$ cat src/rtl/fpu_dispatch_pkg.sv
// Shared types for the core-side FPU command dispatcher.
package fpu_dispatch_pkg;

  typedef struct packed {
    logic [5:0]  op;
    logic [4:0]  x1;
    logic [4:0]  x2;
    logic [4:0]  y;
    logic [31:0] data;
  } fpu_cmd_t;

  typedef enum logic [1:0] {
    IDLE = 2'd0,
    BUSY = 2'd1,
    RESP = 2'd2
  } dispatch_state_t;

endpackage

$ cat src/rtl/fpu_cmd_fifo.sv
// Synchronous FIFO of FPU commands; DEPTH must be a power of two so the
// read/write pointers wrap naturally.
module fpu_cmd_fifo
  import fpu_dispatch_pkg::*;
#(
  parameter int DEPTH = 4
) (
  input  logic                   clk,
  input  logic                   rstn,
  input  logic                   push,
  input  logic                   pop,
  input  fpu_cmd_t               wr_cmd,
  output fpu_cmd_t               rd_cmd,
  output logic                   full,
  output logic                   empty,
  output logic [$clog2(DEPTH):0] count
);

  localparam int AW = $clog2(DEPTH);

  fpu_cmd_t        mem [DEPTH];
  logic [AW-1:0]   wr_ptr;
  logic [AW-1:0]   rd_ptr;
  logic            do_push;
  logic            do_pop;

  assign full    = (count == DEPTH[AW:0]);
  assign empty   = (count == '0);
  assign do_push = push && !full;
  assign do_pop  = pop && !empty;
  assign rd_cmd  = mem[rd_ptr];

  // Storage needs no reset: a flushed queue is defined by its pointers.
  always_ff @(posedge clk) begin
    if (do_push) mem[wr_ptr] <= wr_cmd;
  end

  always_ff @(posedge clk or negedge rstn) begin
    if (!rstn) begin
      wr_ptr <= '0;
      rd_ptr <= '0;
      count  <= '0;
    end else begin
      if (do_push) wr_ptr <= wr_ptr + 1'b1;
      if (do_pop)  rd_ptr <= rd_ptr + 1'b1;
      case ({do_push, do_pop})
        2'b10:   count <= count + 1'b1;
        2'b01:   count <= count - 1'b1;
        default: count <= count;
      endcase
    end
  end

endmodule

$ cat src/rtl/fpu_dispatch.sv
// Core-side initiator: queues FPU commands, issues them one at a time,
// waits for fpu_valid or a timeout, and hands the result back to the core.
module fpu_dispatch
  import fpu_dispatch_pkg::*;
#(
  parameter int DEPTH   = 4,
  parameter int TIMEOUT = 1024
) (
  input  logic        clk,
  input  logic        rstn,
  input  logic        req_valid,
  output logic        req_ready,
  input  logic [5:0]  req_op,
  input  logic [4:0]  req_x1,
  input  logic [4:0]  req_x2,
  input  logic [4:0]  req_y,
  input  logic [31:0] req_data,
  output logic        resp_valid,
  input  logic        resp_ready,
  output logic [31:0] resp_data,
  output logic        resp_cond,
  output logic        resp_timeout,
  output logic        fpu_ready,
  output logic [5:0]  fpu_operation,
  output logic [4:0]  fpu_x1,
  output logic [4:0]  fpu_x2,
  output logic [4:0]  fpu_y,
  output logic [31:0] fpu_in_data,
  input  logic        fpu_valid,
  input  logic [31:0] fpu_out_data,
  input  logic        fpu_cond,
  output logic        busy
);

  localparam int            TW         = $clog2(TIMEOUT) + 1;
  localparam logic [TW-1:0] TIMER_LAST = TW'(TIMEOUT - 1);

  dispatch_state_t         state;
  dispatch_state_t         state_next;
  fpu_cmd_t                issue_q;
  fpu_cmd_t                fifo_head;
  fpu_cmd_t                req_cmd;
  logic [TW-1:0]           timer;
  logic                    fifo_full;
  logic                    fifo_empty;
  logic [$clog2(DEPTH):0]  fifo_count;
  logic                    load_issue;
  logic                    take_result;
  logic                    take_timeout;
  logic                    timer_inc;

  assign req_cmd   = '{op: req_op, x1: req_x1, x2: req_x2, y: req_y, data: req_data};
  assign req_ready = !fifo_full;

  fpu_cmd_fifo #(.DEPTH(DEPTH)) u_fifo (
    .clk    (clk),
    .rstn   (rstn),
    .push   (req_valid && req_ready),
    .pop    (load_issue),
    .wr_cmd (req_cmd),
    .rd_cmd (fifo_head),
    .full   (fifo_full),
    .empty  (fifo_empty),
    .count  (fifo_count)
  );

  always_ff @(posedge clk or negedge rstn) begin
    if (!rstn) state <= IDLE;
    else       state <= state_next;
  end

  // A valid arriving in the final timeout cycle takes priority over the abort.
  always_comb begin
    state_next   = state;
    load_issue   = 1'b0;
    take_result  = 1'b0;
    take_timeout = 1'b0;
    timer_inc    = 1'b0;
    case (state)
      IDLE: begin
        if (!fifo_empty) begin
          load_issue = 1'b1;
          state_next = BUSY;
        end
      end
      BUSY: begin
        if (fpu_valid) begin
          take_result = 1'b1;
          state_next  = RESP;
        end else if (timer == TIMER_LAST) begin
          take_timeout = 1'b1;
          state_next   = RESP;
        end else begin
          timer_inc = 1'b1;
        end
      end
      RESP: begin
        if (resp_ready) state_next = IDLE;
      end
      default: state_next = IDLE;
    endcase
  end

  always_ff @(posedge clk or negedge rstn) begin
    if (!rstn) begin
      issue_q      <= '0;
      timer        <= '0;
      resp_data    <= '0;
      resp_cond    <= 1'b0;
      resp_timeout <= 1'b0;
    end else begin
      if (load_issue) begin
        issue_q <= fifo_head;
        timer   <= '0;
      end else if (timer_inc) begin
        timer <= timer + 1'b1;
      end
      if (take_result) begin
        resp_data    <= fpu_out_data;
        resp_cond    <= fpu_cond;
        resp_timeout <= 1'b0;
      end else if (take_timeout) begin
        resp_data    <= '0;
        resp_cond    <= 1'b0;
        resp_timeout <= 1'b1;
      end
    end
  end

  assign fpu_ready     = (state == BUSY);
  assign resp_valid    = (state == RESP);
  assign fpu_operation = issue_q.op;
  assign fpu_x1        = issue_q.x1;
  assign fpu_x2        = issue_q.x2;
  assign fpu_y         = issue_q.y;
  assign fpu_in_data   = issue_q.data;
  assign busy          = (fifo_count != '0) || (state != IDLE);

endmodule

$ cat config.mk
export PLATFORM = sky130hd
export DESIGN_NAME = fpu_dispatch
export DESIGN_NICKNAME = d
export VERILOG_FILES = /design/src/rtl/fpu_dispatch_pkg.sv /design/src/rtl/fpu_cmd_fifo.sv /design/src/rtl/fpu_dispatch.sv
export SDC_FILE = /design/constraint.sdc
export NUM_CORES = 1
export LEC_CHECK = 0
export ABC_AREA = 1
export CAP_MARGIN = 10
export CORE_UTILIZATION = 35
export DETAILED_ROUTE_END_ITERATION = 6
export MAX_ROUTING_LAYER = met4
export PLACE_DENSITY_LB_ADDON = 0.08
export SLEW_MARGIN = 20
export SYNTH_ARGS = -nofsm -noshare
export SYNTH_HDL_FRONTEND = slang
export SYNTH_SLANG_ARGS = --single-unit
$ cat constraint.sdc
create_clock -name clk -period 3.9 [get_ports clk]
set_clock_uncertainty 0.05 [all_clocks]
set_input_delay 0.975 -clock clk [delete_from_list [all_inputs] [get_ports clk]]
set_output_delay 0.975 -clock clk [all_outputs]
set_load 0.01 [all_outputs]
Yosys cells after proc, flatten, opt, wreduce, memory -nomap -nowiden
Memory sizes are Yosys's and may differ from the RTL's. A register that Yosys moved wholly into a read port is not among the register bits.
Cells that the tools add are included.
{"block": "op_classes", "n_addsub": 5, "n_mul": 0, "n_div": 0, "magnitude_cmp": 0, "eq_ne": 9, "shift": 0, "n_mux": 26, "bitwise_logic": 0, "n_reduce_logical": 15}
{"operator": "$mux 32", "count": 2}
{"operator": "$mux 11", "count": 2}
{"operator": "$mux 1", "count": 16}
{"operator": "$add 11x1->11 const B", "count": 1}
{"operator": "$eq 11x10->1 const B", "count": 1}
{"operator": "$mux 2", "count": 4}
{"operator": "$reduce_bool 2->1", "count": 4}
{"operator": "$pmux 2 s3", "count": 1}
{"operator": "$pmux 3 s2", "count": 1}
{"operator": "$add 2x1->2 const B", "count": 2}
{"operator": "$eq 2x1->1 const B", "count": 2}
{"operator": "$eq 2x2->1 const B", "count": 2}
{"operator": "$add 3x1->3 const B", "count": 1}
{"operator": "$eq 3x3->1 const B", "count": 1}
{"operator": "$logic_and 1x1->1", "count": 3}
{"operator": "$logic_not 1->1", "count": 3}
{"operator": "$logic_not 3->1", "count": 1}
{"operator": "$ne 3x1->1 const B", "count": 1}
{"operator": "$reduce_and 3->1", "count": 1}
{"operator": "$reduce_bool 3->1", "count": 1}
{"operator": "$sub 3x1->3 const B", "count": 1}
{"operator": "$logic_not 2->1", "count": 1}
{"operator": "$ne 2x1->1 const B", "count": 1}
{"operator": "$ne 2x2->1 const B", "count": 1}
{"operator": "$logic_or 1x1->1", "count": 1}
{"block": "totals", "reg_bits": 54, "latchBits": 0, "mem_bits_rw": 212, "rom_bits": 0, "inputBits": 91, "word_cells": 64, "n_memories": 1}
{"memory": "u_fifo.mem", "words": 4, "word_bits": 53, "read_ports": 1, "rd_ports_with_merged_regs": 1, "wr": 1, "line": "fpu_cmd_fifo.sv:21", "rtl": "fpu_cmd_t mem [DEPTH];"}

Logic depth before layout (Yosys ltp)
{"block": "depth", "word_depth": 6, "depth_mapped": 11, "depth_no_buf": 10}

Cells and area by module
From an unflattened synthesis, not the netlist that was laid out.
{"block": "unflattened", "cells_unflattened": 1150, "area_unflattened_um2": 13042.5}
{"mod": "fpu_cmd_fifo", "n_inst": 1, "cells_per_inst": 679, "area_per_inst_um2": 8797.2}
{"mod": "fpu_dispatch", "n_inst": 1, "cells_per_inst": 471, "area_per_inst_um2": 4245.3}

Worst setup path before layout
No wires, ideal clock.
{"block": "synth_path", "path_kind": "input port to flip-flop", "start": "input req_valid", "end": "memory u_fifo.mem[0][0] (netlist name), enable pin", "t_arrival_ps": 3380, "required_ps": 3386, "path_slack_ps": 6, "stages": 2, "path_buffers": 0, "cell_sequence": "nand2_1 > nor2_1"}
{"block": "synth_via", "elab_chain_cells": 4}
{"element": "from (decl)", "line": "fpu_dispatch.sv:11", "rtl": "input logic req_valid,"}
{"element": "$logic_and 1x1->1", "line": "fpu_dispatch.sv:58", "rtl": ".push (req_valid && req_ready),"}
{"element": "$logic_and 1x1->1", "line": "fpu_cmd_fifo.sv:29", "rtl": "assign do_push = push && !full;"}
{"element": "$mux 1", "line": "fpu_cmd_fifo.sv:35", "rtl": "if (do_push) mem[wr_ptr] <= wr_cmd;"}
{"element": "$mux 1 (not written as such)", "line": "fpu_cmd_fifo.sv:35"}
{"element": "to (decl)", "line": "fpu_cmd_fifo.sv:21"}
Every way passes these cells.

Final worst setup path
{"block": "layout_path", "start": "register state[0]", "end": "output busy"}
{"block": "layout_via", "elab_chain_cells": 2}
{"element": "from (decl)", "line": "fpu_dispatch.sv:38", "rtl": "dispatch_state_t state;"}
{"element": "from (signal assigned)", "line": "fpu_dispatch.sv:69", "rtl": "else state <= state_next;"}
{"element": "$reduce_bool 2->1", "line": "fpu_dispatch.sv:137", "rtl": "assign busy = (fifo_count != '0) || (state != IDLE);"}
{"element": "$logic_or 1x1->1", "line": "fpu_dispatch.sv:137"}
{"element": "to (decl)", "line": "fpu_dispatch.sv:32", "rtl": "output logic busy"}
Every way passes these cells.

==> results.cfg <==
[yosys]
syn-num-nets = 1127
syn_area_um2 = 12300
syn_inst = 1029
synthDistinctLibCells = 27
yosysTopAreaCell = edfxtp_1
avgSynthCellArea_um2 = 11.9
synth.area.top_cells = edfxtp_1, dfrtp_1, nor2_1, o21ai_0, nand2_1
ys.warnings.count = 0
synth-seq-area-share_pct = 73.6
yosysTopAreaCellShare_pct = 51.8
synth_flop_cell = edfxtp_1
async_flop_share_pct = 33.5
synth_edf_count = 212
synth-seq-cells = 319

[pwr]
ir_drop_mv = 0.377
power_mw = 12.9
power_density_nw_per_um2 = 816
p_leak_nw = 5.89

[worst_setup_path]
critPathTopFamily = buffers and inverters
cp.depth = 3
worstSetupStartpointType = flip-flop
critPathRequiredTime_ns = 2.87
crit_slowest_cell = clkdlybuf4s50_1
crit_start = state[0]$_DFFE_PN0P_
cp.arrival_ns = 1.72
crit_chain = nor2_1 > nand4_1 > clkdlybuf4s50_1
cp-end-kind = output port
r2r_cells = 9
timing.rr.start = state[0]$_DFFE_PN0P_
r2r_setup_slack_ns = 1.33
r2r-end = u_fifo.count[2]$_DFFE_PN0P_
cp_num_buf_inv = 1
critPathKind = reg2out
cpPeakStageDelay_ns = 0.53
crit_path_end = busy
path_max_fanout = 4

[worst_hold_path]
hold_class = reg2reg

[floorplanning]
initial_core_util_pct = 35.6
die_x_um = 189
die_h_um = 189
die_area_um2 = 35900
rows = 68
pin_count = 182
fp.coreArea_um2 = 34500

[clocking]
cts_root_buffer = clkbuf_16
cts_resized = 0
cts_buffers = 36
cts_setup_buffers = 0
cts_max_level = 2
worst_skew_pair.late_latency_ns = 0.51
cts.path.max_buffers = 3
cts_tree = done
path_clk_slew_ns = 0.05
hold_buffers = 0
cts.sinks = 319

[detailed_routing]
via_count = 8051
drt-total-wl_um = 29300
drc = 0
ant_nets = 0
vias_per_cell = 4.74
dr.pass1.iters = 4
drt_iter0_markers = 559
wire_per_inst_um = 17.3

[flow_run]
drv_cap = 0

[sta]
hold_slack_ns = 0.417
fmax_ghz = 0.364
tightest_slew_ns = 1.06
tns_ns = 0
period_needed_ns = 2.75
drv_slew = 0
slew_headroom_pct = 29.1
post-route-period-util_pct = 70.4
rsz0062_at_grt = no
hold_violations = 0
setup_viol = 0
fin_ws_ns = 1.15

[layout]
drive_above_1_share_pct = 7.34
fin_nets = 1310
syn_to_final_growth_pct = 28.6
n_fill_cell = 3253

[placed_design]
dp_worst_setup_slack_ns = 0.994
io_buffers = 181
dp_hpwl_um = 17100
place.gp.congestion = 0.736

[global_route]
grt_overflow = 0
grt_usage_pct = 17.3
grt_pass1_vias = 8106
grt_pass1_wl_um = 46700
antenna_found_initial = 2
grt_start_max_net_pins = 94

[status]
status = finished, final reports clean
[worst min path at each step]
stage	startpoint	to	slack, ns	cells past startpoint
detailed placement	resp_data[21]$_DFFE_PN0P_	resp_data[21]$_DFFE_PN0P_	0.41	2
finish	resp_data[21]$_DFFE_PN0P_	resp_data[21]$_DFFE_PN0P_	0.42	2
CTS	resp_data[21]$_DFFE_PN0P_	resp_data[21]$_DFFE_PN0P_	0.42	2
floorplan	u_fifo.count[0]$_DFFE_PN0P_	u_fifo.count[0]$_DFFE_PN0P_	0.40	1
global route	resp_data[24]$_DFFE_PN0P_	resp_data[24]$_DFFE_PN0P_	0.44	2
global placement	resp_data[25]$_DFFE_PN0P_	resp_data[25]$_DFFE_PN0P_	0.40	2
[state kept, by name, indices dropped and copies added, names as in the netlist]
name	flops
fpu_x2	5
resp_timeout	1
state	2
fpu_operation	6
timer	11
fpu_y	5
u_fifo.rd_ptr	2
resp_data	32
fpu_in_data	32
resp_cond	1
u_fifo.count	3
u_fifo.mem	212
fpu_x1	5
u_fifo.wr_ptr	2
[cell usage after synthesis (6+ instances only)]
cell type  instances
dfrtp_1          107
a31oi_1           53
nand3_1           48
inv_1             19
nor2_1           288
buf_2             29
xor2_1             6
nand2_1          100
edfxtp_1         212
clkbuf_1          14
o21ai_0          112
ha_1               6
[where the power goes]
group	internal (mW)	switching, mW	total [mW]
Combinational	1.74	2.61	4.35
Clock	2.15	1.30	3.45
Sequential	4.64	0.436	5.08
Total	8.53	4.35	12.9
[per-layer routing]
layer / track usage (%) / vias up / part of all wire (%)
met5: - / - / 0
met4: 4.19 / 0 / 1.5
met3: 3.35 / 33 / 5.8
met2: 27.1 / 224 / 45
met1: 23.1 / 3870 / 47
li1: - / 3924 / -
[cells in the final DEF, fill, tap and decap left out, types with 2 or more instances in the layout]
cell type	count
nor2_1	284
edfxtp_1	212
clkdlybuf4s50_1	180
o21ai_0	112
dfrtp_1	105
nand2_1	100
a31oi_1	53
nand3_1	48
clkbuf_16	38
buf_4	20
inv_1	19
clkbuf_1	9
xor2_1	6
clkinv_2	6
ha_1	6
clkbuf_8	5
nand4_1	4
nor2_4	4
bufinv_16	4
clkinv_1	4
inv_2	3
nand2_2	3
diode_2	2
xnor2_1	2
a21oi_1	2
[final cells by class]
cell class                      instances  area (um2)  share of cell area, %
Antenna cell                            2        5.00                 0.0317
Clock buffer                           52        1050                   6.67
Clock inverter                         14         176                   1.12
Inverter                               24        93.8                  0.594
Multi-Input combinational cell        630        2880                   18.2
Sequential cell                       319        9050                   57.3
Tap cell                              455         569                   3.60
Timing Repair Buffer                  201        1970                   12.5
[worst register-to-register path, cell delays in order, from the launching register on]
cell     delay [ns]
dfrtp_1        0.41
nor2_1         0.16
nand2_1        0.33
inv_4          0.42
ha_1           0.22
inv_1          0.07
fa_1           0.38
a21oi_1        0.15
o21ai_0        0.11
xor2_1         0.15
[metrics by stage]
stage	std cells	utilization, %	cell area [um2]
5_1_grt	1697	45.7	15800
4_1_cts	1695	45.7	15800
2_1_floorplan	1029	-	12300
6_report	1697	45.7	15800
3_5_place_dp	1629	42.2	14600
3_3_place_gp	1629	42.2	14600
[cell families (layout without fill, tap and decap cells)]
| logic type | Yosys count | after routing | share of synthesized area, % |
|---|---|---|---|
| XOR/XNOR | 8 | 8 | 0.570 |
| buffers and inverters | 80 | 291 | 3.20 |
| AND/OR/NAND/NOR | 447 | 447 | 14.4 |
| flip-flops | 319 | 319 | 73.6 |
| other | 0 | 2 | 0 |
| AO/OA/AOI/OAI | 168 | 168 | 7.40 |
| adder cells (fa/ha/maj) | 7 | 7 | 0.774 |
Note: power is estimated with default switching activity, not from simulation.
